## src/rtl/ibex_wipe_pkg.sv

```systemverilog
// Shared types and helpers for the register file wiper.
package ibex_wipe_pkg;

    typedef enum logic [1:0] {
        IDLE,
        WIPE,
        VERIFY,
        DONE
    } wipe_state_e;

    localparam int MaxPasses = 4;

    function automatic int num_words(input bit rv32e);
        return rv32e ? 16 : 32;
    endfunction

endpackage

```

## src/rtl/ibex_regfile_wiper.sv

```systemverilog
// Write-side wiper for the register file: sweeps WordZeroVal into x1..x(N-1) Passes times.
// Optional read-back check of every register is enabled with IBEX_WIPE_VERIFY_EN.
module ibex_regfile_wiper
    import ibex_wipe_pkg::*;
#(
    parameter bit                   RV32E       = 1'b0,
    parameter int                   DataWidth   = 32,
    parameter logic [DataWidth-1:0] WordZeroVal = '0,
    parameter int                   Passes      = 2
) (
    input  logic                 clk_i,
    input  logic                 rst_ni,
    input  logic                 wipe_req_i,
    output logic                 wipe_busy_o,
    output logic                 wipe_done_o,
    input  logic [4:0]           core_waddr_i,
    input  logic [DataWidth-1:0] core_wdata_i,
    input  logic                 core_we_i,
    output logic                 core_stall_o,
    output logic [4:0]           rf_waddr_o,
    output logic [DataWidth-1:0] rf_wdata_o,
    output logic                 rf_we_o,
    output logic [4:0]           rf_raddr_o,
    input  logic [DataWidth-1:0] rf_rdata_i,
    output logic                 err_o
);

    localparam int               NumWords = num_words(RV32E);
    localparam logic [4:0]       LastAddr = 5'(NumWords - 1);
    localparam int               PassW    = $clog2(MaxPasses);
    localparam logic [PassW-1:0] LastPass = PassW'(Passes - 1);

    wipe_state_e      state_q;
    logic [4:0]       addr_q;
    logic [4:0]       addr_eff;
    logic [PassW-1:0] pass_q;
    logic             err_q;

    // Top address bit only exists for the 32-register file.
    assign addr_eff = RV32E ? {1'b0, addr_q[3:0]} : addr_q;

    always_ff @(posedge clk_i or negedge rst_ni) begin
        if (!rst_ni) begin
            state_q <= IDLE;
            addr_q  <= 5'd1;
            pass_q  <= '0;
            err_q   <= 1'b0;
        end else begin
            case (state_q)
                IDLE: begin
                    if (wipe_req_i) begin
                        state_q <= WIPE;
                        addr_q  <= 5'd1;
                        pass_q  <= '0;
                        err_q   <= 1'b0;
                    end
                end
                WIPE: begin
                    if (addr_q == LastAddr) begin
                        addr_q <= 5'd1;
                        if (pass_q == LastPass) begin
                            pass_q <= '0;
`ifdef IBEX_WIPE_VERIFY_EN
                            state_q <= VERIFY;
`else
                            state_q <= DONE;
`endif
                        end else begin
                            pass_q <= pass_q + PassW'(1);
                        end
                    end else begin
                        addr_q <= addr_q + 5'd1;
                    end
                end
`ifdef IBEX_WIPE_VERIFY_EN
                VERIFY: begin
                    if (rf_rdata_i != WordZeroVal) err_q <= 1'b1;
                    if (addr_q == LastAddr) begin
                        addr_q  <= 5'd1;
                        state_q <= DONE;
                    end else begin
                        addr_q <= addr_q + 5'd1;
                    end
                end
`endif
                DONE:    state_q <= IDLE;
                default: state_q <= IDLE;
            endcase
        end
    end

    assign wipe_busy_o  = (state_q != IDLE);
    assign core_stall_o = (state_q != IDLE);
    assign wipe_done_o  = (state_q == DONE);
    assign err_o        = err_q;

`ifdef IBEX_WIPE_VERIFY_EN
    assign rf_raddr_o = (state_q == VERIFY) ? addr_eff : 5'd0;
`else
    logic unused_rdata;
    assign unused_rdata = ^rf_rdata_i;
    assign rf_raddr_o   = 5'd0;
`endif

    // Idle pass-through is gated by reset so the write port is quiet while held in reset.
    always_comb begin
        rf_we_o    = 1'b0;
        rf_waddr_o = addr_eff;
        rf_wdata_o = WordZeroVal;
        if (state_q == IDLE) begin
            rf_we_o    = core_we_i & rst_ni;
            rf_waddr_o = core_waddr_i;
            rf_wdata_o = core_wdata_i;
        end else if (state_q == WIPE) begin
            rf_we_o = 1'b1;
        end
    end

endmodule
```

## config.mk

```make
export PLATFORM = sky130hd
export DESIGN_NAME = ibex_regfile_wiper
export DESIGN_NICKNAME = d
export VERILOG_FILES = /design/src/rtl/ibex_wipe_pkg.sv /design/src/rtl/ibex_regfile_wiper.sv
export SDC_FILE = /design/constraint.sdc
export NUM_CORES = 1
export LEC_CHECK = 0
export ABC_AREA = 1
export CAP_MARGIN = 20
export CORE_ASPECT_RATIO = 2
export CORE_UTILIZATION = 24
export CTS_CLUSTER_DIAMETER = 150
export DETAILED_ROUTE_END_ITERATION = 8
export PLACE_DENSITY = 0.82
export SLEW_MARGIN = 20
export SYNTH_ARGS = -nofsm -noshare
export SYNTH_HDL_FRONTEND = slang
export SYNTH_SLANG_ARGS = --single-unit
```

## constraint.sdc

```tcl
create_clock -name clk_i -period 2 [get_ports clk_i]
set_clock_uncertainty 0.1 [all_clocks]
set_input_delay 0.4 -clock clk_i [delete_from_list [all_inputs] [get_ports clk_i]]
set_output_delay 0.4 -clock clk_i [all_outputs]
set_load 0.01 [all_outputs]
```

==> results.ini <==
[outcome]
run_status = finished, violations left
violated_checks = design-rule violations

[hold_path]
worst_hold_path.endpoint = pass_q[0]
hold_depth = 2
worst_hold_startpoint = pass_q[0]
timing.hold.worst.class = reg2reg

[setup_path]
timing.rr.start = addr_eff[0]
worstPathMaxFanout = 26
worst-r2r-setup-slack_ns = 0.32
worst_ep_arrival_ns = 1.37
worstRegToRegCells = 9
start_kind = flip-flop
critical_path.n_buffers_inverters = 3
worst_path_largest_cell_delay_ns = 0.37
critPathCaptureType = primary output
critical_path.cell_chain = inv_1 > nand2_2 > buf_12 > nor2_1 > a21oi_1 > dlygate4sd2_1
capture_instance_of_the_worst_register_to_register_path = pass_q[1]
critPathSlowestCell = sky130_fd_sc_hd__dfrtp_1
critical_path_data_required_time_ns = 1.50
cpLargestDelayFamily = buffers and inverters
timing_worst_setup_path_type = reg2out

[synthesis]
synth_cell_type_count = 16
seq_area_frac_synth_pct = 27.38
netlist.area_leader.share_pct = 24.21
ys_top_cells_by_area = sky130_fd_sc_hd__dfrtp_1, sky130_fd_sc_hd__inv_1, sky130_fd_sc_hd__nor2_1, sky130_fd_sc_hd__nand2_1, sky130_fd_sc_hd__buf_4
syn_area_um2 = 827.0
synth_cells = 146
syn_area_per_cell_um2 = 5.665
yosysWarningCount = 0
synthDominantAreaCellType = sky130_fd_sc_hd__dfrtp_1
postSynthRegisterBits = 9

[sta]
finalHoldViolCount = 0
report.final.setup_viol = 0
final.period_utilization_pct = 93.49
period_needed_ns = 1.870
post_route_hold_slack_ns = 0.3650
timing_max_transition_violations_final = 0
grt_setup_unrepaired = no
max_freq_ghz = 0.5348

[finish]
drive_above_1_share_pct = 4.762
final_cell_mix = sky130_fd_sc_hd__inv_1, sky130_fd_sc_hd__clkdlybuf4s50_1, sky130_fd_sc_hd__nor2_1
layout_commonest_cell = sky130_fd_sc_hd__inv_1
area_growth_syn_to_layout_pct = 103.6
instances_no_fill = 262
multi_input_combinational_cell_area_um2 = 379.1
n_fill_cell = 337
regArea_um2 = 226.5
num_antenna_cells = 0
layout.nets = 307
finish.utilization_pct = 52.15

[grt]
grt_pass1_vias = 991
grt_ovf = 0
grt_first_pass_wirelength_mm = 4.050
grt_antenna_before_repair = 0
globalRouteTotalUtil_pct = 13.97
grt_max_degree = 27

[floorplan]
initial_core_util_pct = 25.61
coreArea_um2 = 3229
die_width_um = 43.51
die_area_um2 = 3699
std_cell_rows = 29
ioPinCount = 120
floorplan.die.height_um = 85.02

[drt]
drt-wirelength-per-cell_um = 9.408
routed.top_layer = met4
wl_met3_um = 332
detailedRoute.firstIterationViolations = 45
detail_route.first_pass.iterations = 6
route.detailed.drc = 28
met2_wirelength_mm = 1.199
drt-vias-per-instance = 4.118
count_of_nets_left_with_antenna_violations_after_detail_routing = 0
wl_met1_um = 907
detailroute.via_count = 1079
wirelength_mm = 2.465

[power]
p_per_area_nw_per_um2 = 291.4
static-leakage-power_uw = 0.001078
power.ir.vdd_worst_mv = 0.3393

[clock_tree]
cts-htree-levels = 1
clock_sink_count = 9
worstSkewPairLatency_ns = 0.23
path_clk_slew_ns = 0.04
tritoncts_clock_tree = built
cts_hold_fix_bufs = 0
numCtsBuffers = 3
clock_tree.buffer_depth = 2
clock_tree.root_cell = sky130_fd_sc_hd__clkbuf_8

[place]
gp_congestion = 0.9097
place_inst = 258
place.port_buffers = 81
place_hpwl_mm = 2.143

[run]
max_cap_violations = 0

==> through the flow <==
step / power (uW) / setup TNS, ns / area [um^2] / worst slack, ns
2_1_floorplan: 212.0 / 0 / 845.8 / 0.4696
3_3_place_gp: 284.8 / -0.5537 / 1674 / -0.07615
3_5_place_dp: 286.8 / -0.9192 / 1674 / -0.07087
4_1_cts: 496.4 / 0 / 1675 / 0.02933
5_1_grt: 516.9 / 0 / 1684 / 0.04671
6_report: 490.8 / 0 / 1684 / 0.1303
==> cell usage after synthesis, drive strengths merged <==
| cell | n |
|---|---|
| ha | 2 |
| buf | 11 |
| a21oi | 4 |
| dfstp | 1 |
| inv | 43 |
| nor2 | 40 |
| dfrtp | 8 |
| mux2i | 1 |
| o21ai | 4 |
| nand4 | 2 |
| nand3 | 6 |
| conb | 1 |
| nand2 | 23 |
==> cell type report <==
cell class	count	share of cell area, %
Timing Repair Buffer	87	49.48
Sequential cell	9	13.45
Multi-Input combinational cell	88	22.51
Tap cell	31	2.303
Inverter	43	9.584
Clock buffer	4	2.675
==> worst register-to-register path: cells and delay by family, from the launching register on <==
family,cells,cell delay (ns)
flops,1,0.57
simple gates,6,0.46
fa+ha+maj,2,0.37
buf+inv,1,0.08
==> worst max-delay path by stage <==
stage / from / to / slack [ns] / cells past startpoint
after global routing: state_q[1] / rf_waddr_o[1] / 0.05 / 6
after detailed placement: rst_ni / rf_we_o / -0.07 / 4
final: state_q[1] / rf_waddr_o[1] / 0.13 / 6
after global placement: rst_ni / rf_we_o / -0.08 / 4
after floorplan: addr_eff[0] / pass_q[1] / 0.47 / 9
after CTS: state_q[1] / core_stall_o / 0.03 / 4
==> power by group <==
part           switching, uW  leakage [uW]  internal (uW)
Sequential                 0      0.000107            183
Clock                   68.3     0.0000228            139
Combinational           27.4      0.000949           73.7
==> sequential cells by signal, indices dropped and copies added (netlist names) <==
name,cells
state_q,2
pass_q,2
addr_eff,5
==> kinds of logic after synthesis <==
kind of cell | Yosys count | synth area share, %
buffers and inverters | 54 | 29.05
AOI/OAI and AO/OA | 8 | 4.841
muxes | 1 | 1.210
adders and majority gates | 2 | 3.025
DFF | 9 | 27.38
other | 1 | 0.4534
and+or+nand+nor | 71 | 34.04
==> repair_timing <==
action	4_1_cts	5_1_grt
endpoints found under the setup margin	40	2
resized for setup	39	3
setup buffers	0	0
==> routing by layer <==
layer	track usage, %	vias to the layer above
li1	-	572
met3	3.404	2
met5	0	-
met4	3.977	0
met1	13.87	434
met2	27.00	71
No activity file was read; power rests on OpenSTA's default activity.
